===== src/rtl/tx_control_unit.sv =====
// -----------------------------------------------------------------------------
// tx_control_unit
//   UART transmit-side control and shift unit. Takes a parallel word through a
//   valid/ready handshake and serialises it on TXD as: start bit, SIZE data
//   bits LSB first, optional parity bit, STOP_BITS stop bits. Bit timing is
//   paced by the external one-cycle BAUD_TICK enable; single clock domain.
//
// Parameters
//   SIZE        data bits per frame (1..16)
//   STOP_BITS   stop bits per frame (1 or 2)
//   PARITY_EN   1 = append a parity bit after the data bits
//   PARITY_ODD  parity sense when PARITY_EN=1 (0 = even, 1 = odd)
//
// Ports
//   CLK        system clock, rising edge
//   RST_N      asynchronous active-low reset
//   BAUD_TICK  one-CLK pulse per bit period
//   TX_VALID   TX_DATA holds a word to send
//   TX_DATA    word to transmit (sampled only at accept)
//   TX_READY   block can accept a word this cycle
//   TXD        registered serial line, idles high
//   TX_BUSY    a frame is pending or in progress
//   TX_DONE    one-cycle pulse after the last stop bit completes
// -----------------------------------------------------------------------------
module tx_control_unit #(
  parameter int unsigned SIZE       = 8,
  parameter int unsigned STOP_BITS  = 1,
  parameter int unsigned PARITY_EN  = 0,
  parameter int unsigned PARITY_ODD = 0
) (
  input  logic            CLK,
  input  logic            RST_N,
  input  logic            BAUD_TICK,
  input  logic            TX_VALID,
  input  logic [SIZE-1:0] TX_DATA,
  output logic            TX_READY,
  output logic            TXD,
  output logic            TX_BUSY,
  output logic            TX_DONE
);

  localparam int unsigned CW       = $clog2(SIZE + 1);
  localparam logic [CW-1:0] LAST_BIT = CW'(SIZE - 1);
  localparam logic        LAST_STOP = 1'(STOP_BITS - 1);
  localparam logic        ODD_BIT   = (PARITY_ODD != 0);

  typedef enum logic [2:0] {
    S_IDLE,
    S_ARMED,
    S_START,
    S_DATA,
    S_PARITY,
    S_STOP
  } state_t;

  state_t          state;
  logic [SIZE-1:0] shift;
  logic [CW-1:0]   bit_cnt;
  logic            stop_cnt;
  logic            parity;

  always_ff @(posedge CLK or negedge RST_N) begin
    if (!RST_N) begin
      state    <= S_IDLE;
      shift    <= '0;
      bit_cnt  <= '0;
      stop_cnt <= 1'b0;
      parity   <= 1'b0;
      TXD      <= 1'b1;
      TX_BUSY  <= 1'b0;
      TX_READY <= 1'b1;
      TX_DONE  <= 1'b0;
    end else begin
      TX_DONE <= 1'b0;
      case (state)
        S_IDLE: begin
          // A tick in the accept cycle is deliberately not acted on: ARMED
          // waits for the next one before driving the start bit.
          if (TX_VALID && TX_READY) begin
            shift    <= TX_DATA;
            parity   <= (^TX_DATA) ^ ODD_BIT;
            state    <= S_ARMED;
            TX_BUSY  <= 1'b1;
            TX_READY <= 1'b0;
          end
        end
        S_ARMED: begin
          if (BAUD_TICK) begin
            TXD   <= 1'b0;
            state <= S_START;
          end
        end
        S_START: begin
          if (BAUD_TICK) begin
            TXD     <= shift[0];
            shift   <= shift >> 1;
            bit_cnt <= '0;
            state   <= S_DATA;
          end
        end
        S_DATA: begin
          if (BAUD_TICK) begin
            bit_cnt <= bit_cnt + 1'b1;
            if (bit_cnt == LAST_BIT) begin
              if (PARITY_EN != 0) begin
                TXD   <= parity;
                state <= S_PARITY;
              end else begin
                TXD      <= 1'b1;
                stop_cnt <= 1'b0;
                state    <= S_STOP;
              end
            end else begin
              TXD   <= shift[0];
              shift <= shift >> 1;
            end
          end
        end
        S_PARITY: begin
          if (BAUD_TICK) begin
            TXD      <= 1'b1;
            stop_cnt <= 1'b0;
            state    <= S_STOP;
          end
        end
        S_STOP: begin
          if (BAUD_TICK) begin
            if (stop_cnt == LAST_STOP) begin
              state    <= S_IDLE;
              TX_DONE  <= 1'b1;
              TX_BUSY  <= 1'b0;
              TX_READY <= 1'b1;
            end else begin
              stop_cnt <= stop_cnt + 1'b1;
            end
          end
        end
        default: begin
          state    <= S_IDLE;
          TXD      <= 1'b1;
          TX_BUSY  <= 1'b0;
          TX_READY <= 1'b1;
        end
      endcase
    end
  end

endmodule

===== config.mk =====
export PLATFORM = sky130hd
export DESIGN_NAME = tx_control_unit
export DESIGN_NICKNAME = d
export VERILOG_FILES = /design/src/rtl/tx_control_unit.sv
export SDC_FILE = /design/constraint.sdc
export NUM_CORES = 1
export LEC_CHECK = 0
export ABC_AREA = 1
export ABC_CLOCK_PERIOD_IN_PS = 1200
export BUFFER_PORTS_ARGS = -buffer_cell sky130_fd_sc_hd__buf_2
export CORE_MARGIN = 8
export CORE_UTILIZATION = 45
export CTS_CLUSTER_SIZE = 12
export DETAILED_ROUTE_END_ITERATION = 16
export PLACE_DENSITY = 0.8
export SLEW_MARGIN = 15
export SYNTH_ARGS = -nofsm -noshare
export SYNTH_HDL_FRONTEND = slang
export SYNTH_SLANG_ARGS = --single-unit

===== constraint.sdc =====
create_clock -name CLK -period 1.2 [get_ports CLK]
set_input_delay 0.24 -clock CLK [delete_from_list [all_inputs] [get_ports CLK]]
set_output_delay 0.24 -clock CLK [all_outputs]
set_load 0.05 [all_outputs]

==> run summary, run 1 <==
Outcome - finished, violations left
Failing checks - negative setup slack
GR peak layer - met2
Non-filler cells, final - 238
DRT antenna net count - 0
Mapped Cells - 154
Worst skew pair latency - 0.30 ns
CTS Root Cell - clkbuf_4
Met1 Track Usage GR - 0.162
Routed vias - 1,207
Met2 GRT Util - 0.281
Die H - 66.0 um
Die width - 66.0 um
CTS Buffer Depth - 2
Register area share after synthesis - 0.425
Final hold vios - 0
Yosys reg bits - 19
FMAX - 748 MHz
DPL Wire Length - 2020 um
Initial DRC Count - 50
I/O Buffers - 15
Vias in the first global route - 1,177
Critical Path RT - 0.96 ns
Top Ports - 16
Fin nets - 222
Routed wire length - 3360 um
Mapped Nets - 167
Cts bufs inserted - 3
Slew @ Worst Pin - 0.450 ns
Fin crit period - 1.34 ns
CTS tree - done
Hold crit path type - in -> reg
Pre-CTS setup slack - -0.134 ns
Slew Viols, Final - 0
Vias per cell - 5.07
Endpoints failing setup - 20
M3 GR Usage - 0.0339
Crit path arrival time - 1.10 ns
H-tree lvl count - 1
Final WS setup - -0.137 ns
Slew headroom - 0.700
Clock transition at path regs - 0.12 ns
Final period utilization - 1.11
Critical path peak fanout - 2
Antenna violations before repair - 0
Crit path kind - reg -> out
Final core occ - 0.703
Total GRT Usage - 0.148
Synth Warn # - 0
Largest net degree at the start of global routing - 20
CP startpoint kind - flop
First-pass GRT wire length - 5160 um
Placed cells - 215
Layout cells sized above 1 - 0.486
Drt drc - 0
Count of cell types in the netlist - 21
Post-synthesis cell area - 1120 um^2
Pleak - 0.911 nW
IR drop worst, VDD - 0.630 mV
DP Area - 1370 um^2
Final Cell Area - 1710 um^2
Wire per inst - 14.1 um
Initial core utilization - 0.462
Core area - 2430 um^2
Maxcap violations - 0
Total die area - 4360 um^2
Total congestion overflow - 0
Syn-to-layout area delta - 52.1%
Drt first pass iters - 4
Hold Slack - 0.215 ns
Most frequent cells in the layout - 57 x nand2_1, 34 x buf_4, 14 x dfrtp_1, 12 x buf_2
Most common cell after layout, fill and taps aside - nand2_1
Placer Congestion - 0.878
Rows - 18
Syn_area_per_cell - 7.30 um^2
Pwr Density - 606 nW/um^2
Crit end category - output pin
Clock skew - 0.0105 ns
Unrepaired setup endpoints after global routing - yes
Clk sinks - 19
Reg2reg setup slack - -0.12 ns
N_diodes - 0
worst paths after layout:
kind,from,end,cells after the start
min reg2reg,TXD,TXD,2
max reg2reg,state[0],state[0],6
min in group asynchronous,RST_N,TX_BUSY,2
max in group asynchronous,RST_N,TX_READY,2
max,TX_READY,TX_READY,2
min,TX_DATA[1],shift[1],5
power breakdown:
part | leakage, nW | switching (mW) | total (mW) | internal (mW)
Sequential | 0.243 | 0 | 0.640 | 0.640
Clock | 0.0177 | 0.215 | 0.339 | 0.124
Combinational | 0.650 | 0.0328 | 0.0564 | 0.0236
Total | 0.911 | 0.248 | 1.04 | 0.788
kinds of logic after synthesis:
group                      share of synthesized area
AOI/OAI and AO/OA                             0.0868
adders and majority gates                     0.0111
and+or+nand+nor                                0.424
DFF                                            0.425
buffers and inverters                         0.0534
through the flow:
| stage | power, mW | TNS, ns |
|---|---|---|
| 2_1_floorplan | 0.667 | -1.43 |
| 3_3_place_gp | 0.703 | -1.20 |
| 3_5_place_dp | 0.705 | -1.39 |
| 4_1_cts | 1.04 | -1.37 |
| 5_1_grt | 1.09 | -2.98 |
| 6_report | 1.04 | -1.70 |
registers in the layout (all words and copies together) (netlist names):
signal / flops
TX_DONE: 1
TX_BUSY: 1
TX_READY: 1
TXD: 1
bit_cnt: 4
state: 3
shift: 8
Yosys cell counts:
cell type / number / area share
nand2_1: 68 / 0.23
dfrtp_1: 17 / 0.38
nor2_1: 17 / 0.057
o21ai_0: 12 / 0.053
nand3_1: 8 / 0.036
inv_1: 6 / 0.020
a21oi_1: 4 / 0.018
nand2_4: 4 / 0.040
dfstp_2: 2 / 0.047
inv_2: 2 / 0.0067
nand3_2: 2 / 0.018
nor2_8: 2 / 0.036
o21ai_1: 2 / 0.0089
buf_2: 1 / 0.0044
buf_4: 1 / 0.0067
buf_6: 1 / 0.010
ha_1: 1 / 0.011
inv_4: 1 / 0.0056
nand2_2: 1 / 0.0056
nor2_2: 1 / 0.0056
o21a_1: 1 / 0.0067
routing by layer:
layer | wire, um | vias up
li1 | - | 599
met1 | 1400 | 565
met2 | 1700 | 37
met3 | 205 | 6
met4 | 51 | 0
met5 | 0 | -
layout make-up:
cell class | instances | area (um^2)
Sequential cell | 19 | 482
Tap cell | 30 | 37.5
Timing Repair Buffer | 51 | 387
Inverter | 9 | 38.8
Clock buffer | 3 | 22.5
Fill cell | 177 | 722
Clock inverter | 1 | 5.00
Multi-Input combinational cell | 125 | 738
critical path: stages (launching register included):
cell and delay (ns):
dfstp_2 0.57, buf_6 0.10, buf_8 0.13
timing repair:
action / 4_1_cts / 5_1_grt
buffers inserted: 10 / 6
setup endpoints to repair: 19 / 21
endpoints found under the hold margin: 17 / 0
resized for setup: 29 / 29
cloned: 2 / 0
pin swaps: 13 / 12
hold buffers: 1 / 0
Power figures use the tool's default switching activity.
==> inputs of run 2 (changes only) <==
==> constraint.sdc (replaced) <==
create_clock -name CLK -period 1.2 [get_ports CLK]
set_input_delay 0.18 -clock CLK [delete_from_list [all_inputs] [get_ports CLK]]
set_output_delay 0.18 -clock CLK [all_outputs]
set_load 0.05 [all_outputs]
==> run summary, run 2 (same netlist as run 1, synthesis figures left out) <==
Pleak - 0.856 nW (was 0.911 nW)
DRT antenna net count - 0 (unchanged)
H-tree lvl count - 1 (unchanged)
CTS tree - done (unchanged)
RR Startpoint - bit_cnt[1] (was state[0])
Drt drc - 0 (unchanged)
Routed vias - 1,122 (was 1,207)
Sequential power share - 0.631 (was 0.618)
Crit path arrival time - 1.54 ns (was 1.10 ns)
Total die area - 4360 um^2 (unchanged)
I/O Buffers - 15 (unchanged)
Crit end category - flop (was output pin)
Largest net degree at the start of global routing - 20 (unchanged)
Hold crit path type - in -> reg (unchanged)
Final period utilization - 1.09 (was 1.11)
Crit path kind - reg -> reg (was reg -> out)
Pwr Density - 665 nW/um^2 (was 606 nW/um^2)
Rows - 18 (unchanged)
Routed wire length - 2820 um (was 3360 um)
CTS Root Cell - clkbuf_4 (unchanged)
Fin crit period - 1.30 ns (was 1.34 ns)
Reported net switching power - 229 uW (was 248 uW)
Total congestion overflow - 0 (unchanged)
Final hold vios - 0 (unchanged)
Slew Viols, Final - 0 (unchanged)
Worst skew pair latency - 0.29 ns (was 0.30 ns)
Fin nets - 210 (was 222)
Clock skew - 0.00367 ns (was 0.0105 ns)
Die H - 66.0 um (unchanged)
Setup crit start - bit_cnt[1] (was TX_READY)
Reg2reg setup slack - -0.10 ns (was -0.12 ns)
Slowest-stage cell, CP - dfrtp_1 (was dfstp_2)
Final WS setup - -0.103 ns (was -0.137 ns)
Largest registers - shift: 8 flops, bit_cnt: 4 flops, state: 3 flops (unchanged)
FMAX - 768 MHz (was 748 MHz)
Most common cell after layout, fill and taps aside - nand2_1 (unchanged)
Maxcap violations - 0 (unchanged)
Vias in the first global route - 1,119 (was 1,177)
CP Cell Sequence - ha_2 -> nand2_2 -> nor2_4 -> nor2_1 -> nor2_1 -> nand2_1 -> nand2_1 -> nand2_1 (was buf_6 -> buf_8)
Buf/Inv on CP - 0 (was 2)
Die width - 66.0 um (unchanged)
Initial core utilization - 0.462 (unchanged)
Largest delay share family, worst path - simple AND/OR/NAND/NOR gates (was flip-flops)
Pre-CTS setup slack - -0.136 ns (was -0.134 ns)
Top Ports - 16 (unchanged)
Max incr delay on CP - 0.40 ns (was 0.57 ns)
Clock network power share - 0.319 (was 0.327)
Slew headroom - 0.704 (was 0.700)
Total Power - 1.01 mW (was 1.04 mW)
CTS Buffer Depth - 2 (unchanged)
Layout cells sized above 1 - 0.367 (was 0.486)
Clk sinks - 19 (unchanged)
Failing checks - negative setup slack (unchanged)
IR drop worst, VDD - 0.566 mV (was 0.630 mV)
Outcome - finished, violations left (unchanged)
Largest register FFs - 8 (unchanged)
Core area - 2430 um^2 (unchanged)
Syn-to-layout area delta - 35.6% (was 52.1%)
Vias per cell - 4.96 (was 5.07)
CP startpoint kind - flop (unchanged)
Placer Congestion - 0.883 (was 0.878)
Wire per inst - 12.5 um (was 14.1 um)
HP Start - TX_DATA[1] (unchanged)
Endpoints failing setup - 14 (was 20)
Critical path peak fanout - 3 (was 2)
N_diodes - 0 (unchanged)
Most common cell on crit path - nand2_1
Critical Path RT - 1.44 ns (was 0.96 ns)
Top reg by flops - shift (unchanged)
Total GRT Usage - 0.135 (was 0.148)
First-pass GRT wire length - 4820 um (was 5160 um)
Combinational share of power - 0.050 (was 0.054)
Initial DRC Count - 42 (was 50)
Slew @ Worst Pin - 0.444 ns (was 0.450 ns)
Switching share of total power - 0.225 (was 0.239)
Most frequent cells in the layout - 62 x nand2_1, 21 x buf_4, 15 x nor2_1, 14 x dfrtp_1, 13 x buf_2 (was 57 x nand2_1, 34 x buf_4, 14 x dfrtp_1, 12 x buf_2)
Unrepaired setup endpoints after global routing - yes (unchanged)
Int Pwr - 786 uW (was 788 uW)
DPL Wire Length - 2000 um (was 2020 um)
Antenna violations before repair - 0 (unchanged)
Drt first pass iters - 4 (unchanged)
Clock transition at path regs - 0.11 ns (was 0.12 ns)
Cts bufs inserted - 3 (unchanged)
-- run 2: changes by cell type in the layout (fill, tap and decap cells not counted), sizes merged --
| cell | previous run | this run |
|---|---|---|
| buf | 50 | 38 |
-- run 2: worst paths after layout --
path / to / cells past startpoint
worst min-delay path: shift[1] / 5
max in group asynchronous: TXD / 2
worst max register to register: state[0] / 8
worst min register to register: shift[5] / 2
min in group asynchronous: TX_BUSY / 2
worst max-delay path: state[0] / 8
-- run 2: metrics by stage --
stage | cells | cell area, um^2 | utilization | TNS (ns) | hold WS, ns
final | 226 | 1530 | 0.627 | -1.04 | 0.175
after global routing | 226 | 1530 | 0.627 | -2.35 | 0.168
after CTS | 226 | 1510 | 0.620 | -1.20 | 0.164
after detailed placement | 214 | 1360 | 0.560 | -1.51 | 0.146
after global placement | 214 | 1360 | 0.560 | -1.18 | 0.154
after floorplan | 154 | 1120 | - | -1.43 | -0.116
-- run 2: tightest hold or removal path: stages --
cell     delay (ns)
buf_2          0.08
nand2_1        0.04
nand2_1        0.05
nand2_1        0.04
nand2_1        0.05
-- run 2: area by class of cell --
cell class | instances | area [um^2]
fillers | 213 | 907
multi-input cells | 125 | 648
flip-flops and latches | 19 | 482
repair buffers | 39 | 294
well taps | 30 | 37.5
inverters | 9 | 36.3
clock buffers | 3 | 22.5
clock inverters | 1 | 5.00
-- run 2: per-layer routing --
layer,part of all wire,wire length [um],track usage
met1,0.42,1180,0.158
met2,0.53,1490,0.250
met3,0.054,151,0.0322
met4,0,0,0.0133
met5,0,0,0
-- run 2: repair_timing --
action                                  CTS  global route
resized for setup                        21             7
cloned                                    2             0
hold endpoints to repair                 17             0
pin swaps                                10             1
endpoints found under the setup margin   19            19
buffers inserted                          5             1
hold buffers                              1             0
-- run 2: power by group through the flow --
stage	Sequential, mW	Clock (mW)	Combinational, mW
final	0.640	0.323	0.0508
after global routing	0.641	0.370	0.0584
after CTS	0.640	0.340	0.0517
after detailed placement	0.652	0	0.0486
after global placement	0.652	0	0.0483
after floorplan	0.653	0	0.0145
==> inputs of run 3 (changes only) <==
- REMOVE_ABC_BUFFERS: unset -> 1
==> run summary, run 3 (same netlist as run 1, synthesis figures left out) <==
Hold crit path type - in -> reg (unchanged)
Final WS setup - -0.110 ns (was -0.103 ns)
Cts bufs inserted - 3 (unchanged)
Critical Path RT - 1.45 ns (was 1.44 ns)
Initial DRC Count - 51 (was 42)
Clk sinks - 19 (unchanged)
Most common cell after layout, fill and taps aside - nand2_1 (unchanged)
Crit end category - flop (unchanged)
Die H - 66.0 um (unchanged)
Total GRT Usage - 0.133 (was 0.135)
Layout cells sized above 1 - 0.413 (was 0.367)
Slew Viols, Final - 0 (unchanged)
CTS Root Cell - clkbuf_4 (unchanged)
Most frequent cells in the layout - 59 x nand2_1, 20 x buf_4, 14 x dfrtp_1, 13 x buf_2, 12 x nor2_1 (was 62 x nand2_1, 21 x buf_4, 15 x nor2_1, 14 x dfrtp_1, 13 x buf_2)
Fin crit period - 1.31 ns (was 1.30 ns)
Crit path kind - reg -> reg (unchanged)
Crit path arrival time - 1.56 ns (was 1.54 ns)
Combinational share of power - 0.051 (was 0.050)
Placer Congestion - 0.874 (was 0.883)
Unrepaired setup endpoints after global routing - yes (unchanged)
Core area - 2430 um^2 (unchanged)
Sequential power share - 0.622 (was 0.631)
Rows - 18 (unchanged)
Endpoints failing setup - 16 (was 14)
Reported net switching power - 243 uW (was 229 uW)
Worst skew pair latency - 0.30 ns (was 0.29 ns)
N_diodes - 0 (unchanged)
Slew headroom - 0.709 (was 0.704)
FMAX - 763 MHz (was 768 MHz)
Final period utilization - 1.09 (about the same)
Routed wire length - 2840 um (was 2820 um)
First-pass GRT wire length - 4730 um (was 4820 um)
Final core occ - 0.653 (was 0.627)
Drt first pass iters - 5 (was 4)
Clock skew - 0.000979 ns (was 0.00367 ns)
Routed vias - 1,148 (was 1,122)
Maxcap violations - 0 (unchanged)
Total congestion overflow - 0 (unchanged)
IR drop worst, VDD - 0.631 mV (was 0.566 mV)
Clock network power share - 0.327 (was 0.319)
Wire per inst - 12.6 um (was 12.5 um)
Total die area - 4360 um^2 (unchanged)
Vias per cell - 5.08 (was 4.96)
Switching share of total power - 0.236 (was 0.225)
Pre-CTS setup slack - -0.155 ns (was -0.136 ns)
Outcome - finished, violations left (unchanged)
Final hold vios - 0 (unchanged)
DRT antenna net count - 0 (unchanged)
Largest registers - shift: 8 flops, bit_cnt: 4 flops, state: 3 flops (unchanged)
Top Ports - 16 (unchanged)
DPL Wire Length - 1900 um (was 2000 um)
Largest register FFs - 8 (unchanged)
Slew @ Worst Pin - 0.437 ns (was 0.444 ns)
I/O Buffers - 15 (unchanged)
Largest net degree at the start of global routing - 20 (unchanged)
Clock transition at path regs - 0.11 ns (about the same)
Critical path peak fanout - 5 (was 3)
Syn-to-layout area delta - 41.2% (was 35.6%)
Die width - 66.0 um (unchanged)
Antenna violations before repair - 0 (unchanged)
Fin nets - 210 (unchanged)
CP startpoint kind - flop (unchanged)
CTS tree - done (unchanged)
CTS Buffer Depth - 2 (unchanged)
Failing checks - negative setup slack (unchanged)
Pwr Density - 648 nW/um^2 (was 665 nW/um^2)
Pleak - 0.869 nW (was 0.856 nW)
Vias in the first global route - 1,109 (was 1,119)
Int Pwr - 786 uW (about the same)
Initial core utilization - 0.462 (unchanged)
Drt drc - 0 (unchanged)
H-tree lvl count - 1 (unchanged)
Top reg by flops - shift (unchanged)
-- run 3: cell count changes in the layout (fill, tap and decap cells not counted), moves of 2 or more --
cell	change
buf_6	+2
nand2_2	+2
nor2_4	+2
o21ai_0	-6
o21ai_1	+5
nand3_4	+2
nand2_1	-3
nor2_1	-3
-- run 3: area by class of cell --
class | count | area, um^2
clock buffer | 3 | 22.5
clock inverter | 1 | 5.00
fill | 206 | 845
inverter | 9 | 41.3
multi-input combinational | 125 | 711
sequential | 19 | 482
tap | 30 | 37.5
timing repair buffer | 39 | 289
-- run 3: layer usage --
metal / global-route usage / vias to the layer above / share of wire
met2: 0.222 / 25 / 0.49
met1: 0.162 / 538 / 0.44
met5: 0 / - / 0
li1: - / 577 / -
met3: 0.0424 / 8 / 0.048
met4: 0.0347 / 0 / 0.017
-- run 3: what timing repair did --
item,CTS,global route
buffers inserted,5,3
hold buffers,1,0
hold endpoints to repair,17,0
gates resized for setup,27,26
cloned,1,1
pin swaps,8,12
setup endpoints to repair,18,19
-- run 3: path summary, 6_finish.rpt --
path	cells past startpoint	to	from	slack, ns
min in group asynchronous	2	shift[5]	RST_N	0.33
hold / removal	5	shift[5]	TX_DATA[5]	0.17
hold reg to reg	2	shift[7]	shift[7]	0.50
setup / recovery	7	state[0]	state[1]	-0.11
max in group asynchronous	2	TX_READY	RST_N	0.53
setup reg to reg	7	state[0]	state[1]	-0.11
-- run 3: metrics by stage --
step                      setup TNS, ns  instances  instance area, um^2  hold slack, ns  power, mW
final                             -1.23        226                 1590           0.169       1.03
after global routing              -2.38        226                 1590           0.182       1.07
after CTS                        -0.930        222                 1470           0.170       1.04
after detailed placement          -1.46        211                 1330           0.140      0.701
after global placement           -0.954        211                 1330           0.137      0.700
after floorplan                   -1.49        151                 1100          -0.116      0.667
-- run 3: power groups by stage --
stage / Sequential (mW) / Clock (mW) / Combinational, mW
6_report: 0.640 / 0.336 / 0.0526
3_5_place_dp: 0.652 / 0 / 0.0489
5_1_grt: 0.641 / 0.370 / 0.0614
2_1_floorplan: 0.653 / 0 / 0.0144
4_1_cts: 0.640 / 0.343 / 0.0517
3_3_place_gp: 0.652 / 0 / 0.0474
-- run 3: worst max-delay path: stages, from the launching register on --
cell and delay, ns:
dfrtp_2 0.51, nor2_4 0.20, nand3_4 0.13, nand2_4 0.14
nor2_1 0.06, nand2_1 0.10, nand2_1 0.07, nand2_1 0.06
